**src/rtl/uart_rx_frame_ctrl.sv**
```systemverilog
// Frame sequencer for the UART receiver: SYNC, LEN, payload, CSUM -> validated payload stream.
// Optional frame statistics counters are enabled with `define UART_RX_FRAME_STATS_EN.
`timescale 1ns/1ps

module uart_rx_frame_ctrl #(
  parameter int         MAX_LEN      = 16,
  parameter logic [7:0] SYNC_BYTE    = 8'hA5,
  parameter int         TIMEOUT_CLKS = 104160
) (
  input  logic        clk,
  input  logic        rst_n,
  input  logic        rx_valid,
  input  logic [7:0]  rx_byte,
  output logic        out_valid,
  input  logic        out_ready,
  output logic [7:0]  out_data,
  output logic        out_last,
  output logic        frame_ok,
  output logic        frame_err,
  output logic        overrun
`ifdef UART_RX_FRAME_STATS_EN
  ,
  output logic [15:0] ok_count,
  output logic [15:0] err_count
`endif
);

  localparam int TW = (TIMEOUT_CLKS > 1) ? $clog2(TIMEOUT_CLKS) : 1;
  localparam int AW = (MAX_LEN > 1) ? $clog2(MAX_LEN) : 1;
  localparam logic [TW-1:0] TO_LAST   = TW'(TIMEOUT_CLKS - 1);
  localparam logic [7:0]    MAX_LEN_B = 8'(MAX_LEN);

  typedef enum logic [2:0] {
    IDLE,
    GET_LEN,
    GET_DATA,
    GET_CSUM,
    DRAIN
  } state_t;

  state_t        state, state_d;
  logic [7:0]    len, len_d;
  logic [7:0]    csum, csum_d;
  logic [7:0]    wr_ptr, wr_ptr_d;
  logic [7:0]    rd_ptr, rd_ptr_d;
  logic [TW-1:0] tcnt, tcnt_d;
  logic          ok_d, err_d, ovr_d;
  logic          wr_en;
  logic          in_frame;

  logic [7:0] mem [MAX_LEN];

  assign in_frame = (state == GET_LEN) || (state == GET_DATA) || (state == GET_CSUM);

  always_comb begin
    state_d  = state;
    len_d    = len;
    csum_d   = csum;
    wr_ptr_d = wr_ptr;
    rd_ptr_d = rd_ptr;
    tcnt_d   = tcnt;
    ok_d     = 1'b0;
    err_d    = 1'b0;
    ovr_d    = 1'b0;
    wr_en    = 1'b0;

    // Inter-byte watchdog; a byte arriving in the expiry cycle takes priority.
    if (in_frame) begin
      if (rx_valid) begin
        tcnt_d = '0;
      end else if (tcnt == TO_LAST) begin
        err_d   = 1'b1;
        state_d = IDLE;
        tcnt_d  = '0;
      end else begin
        tcnt_d = tcnt + TW'(1);
      end
    end

    case (state)
      IDLE: begin
        if (rx_valid && (rx_byte == SYNC_BYTE)) begin
          state_d = GET_LEN;
          tcnt_d  = '0;
        end
      end
      GET_LEN: begin
        if (rx_valid) begin
          if ((rx_byte == 8'd0) || (rx_byte > MAX_LEN_B)) begin
            err_d   = 1'b1;
            state_d = IDLE;
          end else begin
            len_d    = rx_byte;
            csum_d   = rx_byte;
            wr_ptr_d = 8'd0;
            state_d  = GET_DATA;
          end
        end
      end
      GET_DATA: begin
        if (rx_valid) begin
          wr_en    = 1'b1;
          csum_d   = csum + rx_byte;
          wr_ptr_d = wr_ptr + 8'd1;
          if (wr_ptr == len - 8'd1) begin
            state_d = GET_CSUM;
          end
        end
      end
      GET_CSUM: begin
        if (rx_valid) begin
          if (rx_byte == csum) begin
            ok_d     = 1'b1;
            rd_ptr_d = 8'd0;
            state_d  = DRAIN;
          end else begin
            err_d   = 1'b1;
            state_d = IDLE;
          end
        end
      end
      DRAIN: begin
        // The receiver cannot be stalled, so bytes arriving now are lost.
        if (rx_valid) begin
          ovr_d = 1'b1;
        end
        if (out_ready) begin
          rd_ptr_d = rd_ptr + 8'd1;
          if (rd_ptr == len - 8'd1) begin
            state_d = IDLE;
          end
        end
      end
      default: begin
        state_d = IDLE;
      end
    endcase
  end

  always_ff @(posedge clk or negedge rst_n) begin
    if (!rst_n) begin
      state     <= IDLE;
      len       <= 8'd0;
      csum      <= 8'd0;
      wr_ptr    <= 8'd0;
      rd_ptr    <= 8'd0;
      tcnt      <= '0;
      frame_ok  <= 1'b0;
      frame_err <= 1'b0;
      overrun   <= 1'b0;
    end else begin
      state     <= state_d;
      len       <= len_d;
      csum      <= csum_d;
      wr_ptr    <= wr_ptr_d;
      rd_ptr    <= rd_ptr_d;
      tcnt      <= tcnt_d;
      frame_ok  <= ok_d;
      frame_err <= err_d;
      overrun   <= ovr_d;
    end
  end

  // Payload storage needs no reset; it is only read back after being written.
  always_ff @(posedge clk) begin
    if (wr_en) begin
      mem[wr_ptr[AW-1:0]] <= rx_byte;
    end
  end

  assign out_valid = (state == DRAIN);
  assign out_data  = (state == DRAIN) ? mem[rd_ptr[AW-1:0]] : 8'h00;
  assign out_last  = (state == DRAIN) && (rd_ptr == len - 8'd1);

`ifdef UART_RX_FRAME_STATS_EN
  always_ff @(posedge clk or negedge rst_n) begin
    if (!rst_n) begin
      ok_count  <= 16'd0;
      err_count <= 16'd0;
    end else begin
      if (frame_ok && (ok_count != 16'hFFFF)) begin
        ok_count <= ok_count + 16'd1;
      end
      if (frame_err && (err_count != 16'hFFFF)) begin
        err_count <= err_count + 16'd1;
      end
    end
  end
`endif

endmodule

```
**config.mk**
```make
export PLATFORM = sky130hd
export DESIGN_NAME = uart_rx_frame_ctrl
export DESIGN_NICKNAME = d
export VERILOG_FILES = /design/src/rtl/uart_rx_frame_ctrl.sv
export SDC_FILE = /design/constraint.sdc
export NUM_CORES = 1
export LEC_CHECK = 0
export BUFFER_PORTS_ARGS = -buffer_cell sky130_fd_sc_hd__buf_4
export CORE_MARGIN = 2
export CORE_UTILIZATION = 62
export CTS_CLUSTER_DIAMETER = 150
export DETAILED_ROUTE_END_ITERATION = 6
export PLACE_DENSITY = 0.9
export SETUP_SLACK_MARGIN = 0.2
export SLEW_MARGIN = 5
export SYNTH_ARGS = -nofsm -noshare
export SYNTH_HDL_FRONTEND = slang
export SYNTH_SLANG_ARGS = --single-unit
```
**constraint.sdc**
```tcl
create_clock -name clk -period 3 [get_ports clk]
set_input_delay 0.3 -clock clk [delete_from_list [all_inputs] [get_ports clk]]
set_output_delay 0.3 -clock clk [all_outputs]
set_load 0.1 [all_outputs]
```
==> results.txt <==
----------------------------------------------------
[Global routing]
  GR Util All Layers ... 29.35%
  Overflow left after global routing ... 0
  Largest net degree at the start of global routing ... 56
  First-pass GRT wire length ... 30.77 mm
  Antenna violations before repair ... 0
  Via count of the first global-routing pass ... 5,544

[Place]
  Hpwl dp ... 12.03 mm
  Worst Setup Slack post-DPL ... 460.6 ps
  Number of port buffers ... 24
  Placed cell count ... 783
  Total cell area at the placement stage ... 8767 sq um
  Routability cong. ... 0.8794

[STA]
  Clock period minus worst slack ... 2828 ps
  Final worst-path setup slack ... 172.5 ps
  Final-report max-slew violation count ... 0
  Max Clk Rate ... 0.3537 GHz
  Setup TNS Final ... 0 ps
  Final Hold Fails ... 0
  Worst Hold Margin ... 185.0 ps
  Clock Skew ... 7.992 ps
  Worst-Margin Slew ... 921.1 ps
  Final cycle utilization of the critical path ... 94.25%
  Worst slew margin relative to its limit ... 38.36%
  Setup repair after global routing missed its margin ... yes
  Setup violators final ... 0

[Synthesis]
  Cell taking the most area after synthesis ... edfxtp_1
  Synth Warn # ... 0
  Share of the synthesized area in the top cell type ... 46.32%
  Share of cell area taken by muxes after synthesis ... 11.10%
  Synth Area in XOR/XNOR ... 4.750%
  Main combinational cell family by area after synthesis ... simple AND/OR/NAND/NOR gates
  Sequential-to-total area share from yosys stat ... 62.91%
  Avg Cell Area, Syn ... 14.14 sq um
  Netlist area before placement ... 8298 sq um
  Post-synthesis adder-cell area fraction ... 2.352%
  Top_reg_cell synth ... edfxtp_1
  Most frequent cell after synthesis ... edfxtp_1
  Commonest cells in the synthesized netlist ... edfxtp_1 (128), nor2_1 (56), dfrtp_1 (55)
  Instance count of the mapped netlist ... 587
  Compound-Gate Fraction of Synth Area ... 5.021%
  Distinct cells, synth ... 56
  Asr flop ratio synth ... 30.05%
  Synthesized-area fraction occupied by and/or/nand/nor cells ... 12.06%
  Seq cells post-synth ... 183
  Count of flip-flops with a built-in enable after synthesis ... 128
  Post-synthesis net count ... 614
  Synth top area cells ... edfxtp_1 (46%), dfrtp_1 (17%), mux4_2 (11%), xnor2_1 (2.7%), nor2_1 (2.5%)

[Cells and area]
  Synth-to-Final Area Change ... 17.13%
  Layout Utilization ... 73.98%
  Area taken by multi-input logic gates ... 3009 sq um
  Filler cell count in the final layout ... 753
  Register area ... 5223 sq um
  Final net count ... 670
  Post-route non-filler standard cell count ... 832
  Diodes inserted ... 0
  Design Area, Final ... 9719 sq um
  Fraction of layout cells with a size suffix above 1 ... 24.24%

[Floorplanning]
  Count of standard-cell rows ... 42
  Die footprint ... 14,330 sq um
  Area of the core region ... 13,140 sq um
  Vertical die dimension ... 119.7 microns
  Initial core utilization ... 63.16%
  I/O pins ... 25
  X dimension of the die ... 119.7 microns

[Clock network]
  Buffer depth of the longest clock path ... 2
  Clock sink count ... 183
  Clk Tree Root Cell ... clkbuf_16
  Clock transition at path regs ... 70 ps
  H-tree lvl count ... 4
  Clock Latency Late Sink ... 440 ps
  Cts bufs inserted ... 17
  Clock tree from TritonCTS ... done

[Setup path]
  Data required, critical path ... 2700 ps
  Arrival time at the worst endpoint ... 2530 ps
  Worst-path maximum fanout ... 8
  CP Capture Type ... primary output
  CP startpoint kind ... flip-flop
  CP Class ... flip-flop to primary output

[Hold path]
  Worst Hold Class ... input port to flip-flop

[Detailed routing]
  TritonRoute pass-1 iters ... 6
  Average detailed-routed wire length per instance ... 24.75 microns
  DRC violation count after routing ... 0
  Vias ... 5,389
  Final wirelength ... 20.59 mm
  Count of antenna-violating nets left after detailed routing ... 0
  Starting DRT DRC Count ... 923
  Via density per instance ... 6.477

[Power and ir drop]
  Pwr per Cell Area ... 642.5 nW/um^2
  Largest voltage drop on the vdd net ... 0.0004700 V
  Leakage power figure ... 3.509 nW
  Final Total Pwr ... 6.244 mW

[Outcome]
  Status ... finished clean

[Flow run]
  MaxCap Viol Count ... 0

----------------------------------------------------
[path summary, 6_finish.rpt]
check / startpoint / end / slack, ps / depth (start not counted)
setup / recovery: rd_ptr[0] / out_data[3] / 170 / 6
hold / removal: rx_valid / overrun / 190 / 2
setup reg to reg: state[2] / mem[13][4] / 570 / 4
hold reg to reg: csum[4] / csum[4] / 490 / 1
max in group asynchronous: rst_n / rd_ptr[0] / 2050 / 2
min in group asynchronous: rst_n / rd_ptr[3] / 450 / 2
[metal layers]
layer  track usage (%)  wire length, microns
met5                 0                     0
met2             49.04                 10750
met4             15.51                   793
met1             36.72                  7355
met3             5.608                  1688
[worst max-delay path: stages (launching register included)]
cell and delay (ps):
dfrtp_2 400, buf_4 150, buf_16 150, mux4_2 550, mux4_2 500, and2_4 180
buf_12 160
[final cells by class]
| class | instances | share of cell area, % |
|---|---|---|
| Sequential cell | 183 | 53.73 |
| Clock buffer | 18 | 4.416 |
| Tap cell | 176 | 2.266 |
| Clock inverter | 14 | 1.416 |
| Timing Repair Buffer | 59 | 6.668 |
| Multi-Input combinational cell | 368 | 30.96 |
| Inverter | 14 | 0.5407 |
[power by group]
group | switching [mW] | leakage [nW] | internal [mW]
Sequential | 0.211 | 1.88 | 2.88
Combinational | 0.563 | 1.36 | 0.422
Clock | 1.01 | 0.272 | 1.16
Total | 1.78 | 3.51 | 4.46
[layout by cell type (no fill, tap or decap), types with 3 or more instances in the layout]
| cell | n |
|---|---|
| xnor2_1 | 25 |
| edfxtp_1 | 128 |
| nor4_1 | 8 |
| inv_6 | 5 |
| a21o_1 | 3 |
| clkbuf_16 | 18 |
| nand2_1 | 51 |
| inv_1 | 13 |
| and2_4 | 8 |
| o31ai_1 | 3 |
| xor2_1 | 19 |
| o21ai_0 | 23 |
| buf_12 | 11 |
| nor2_1 | 56 |
| a21oi_1 | 17 |
| clkinvlp_4 | 3 |
| and3_1 | 7 |
| a211oi_1 | 3 |
| nand3_1 | 13 |
| nand4_1 | 11 |
| dfrtp_1 | 53 |
| mux4_2 | 40 |
| and2_1 | 5 |
| buf_4 | 42 |
| ha_1 | 13 |
| nor3_1 | 11 |
| or3_1 | 5 |
| nor2b_1 | 4 |
[flip-flops by register name, indices dropped and copies added (netlist names)]
signal / count
overrun: 1
len: 8
mem: 128
state: 3
tcnt: 17
frame_ok: 1
frame_err: 1
rd_ptr: 8
csum: 8
wr_ptr: 8
[cell families (layout without fill, tap and decap cells)]
group / after synthesis / count (layout)
buffers and inverters: 36 / 105
AND/OR/NAND/NOR: 201 / 201
AO/OA/AOI/OAI: 65 / 65
adder cells (fa/ha/maj): 15 / 15
multiplexers: 42 / 42
XOR/XNOR: 45 / 45
flip-flops: 183 / 183
[what timing repair did]
item,CTS,global route
hold buffers,1,0
pin swaps,2,5
endpoints found under the setup margin,9,9
buffers inserted,9,4
endpoints found under the hold margin,55,0
resized for setup,19,32
gates cloned,2,1
Note: power is estimated with default switching activity, not from simulation.
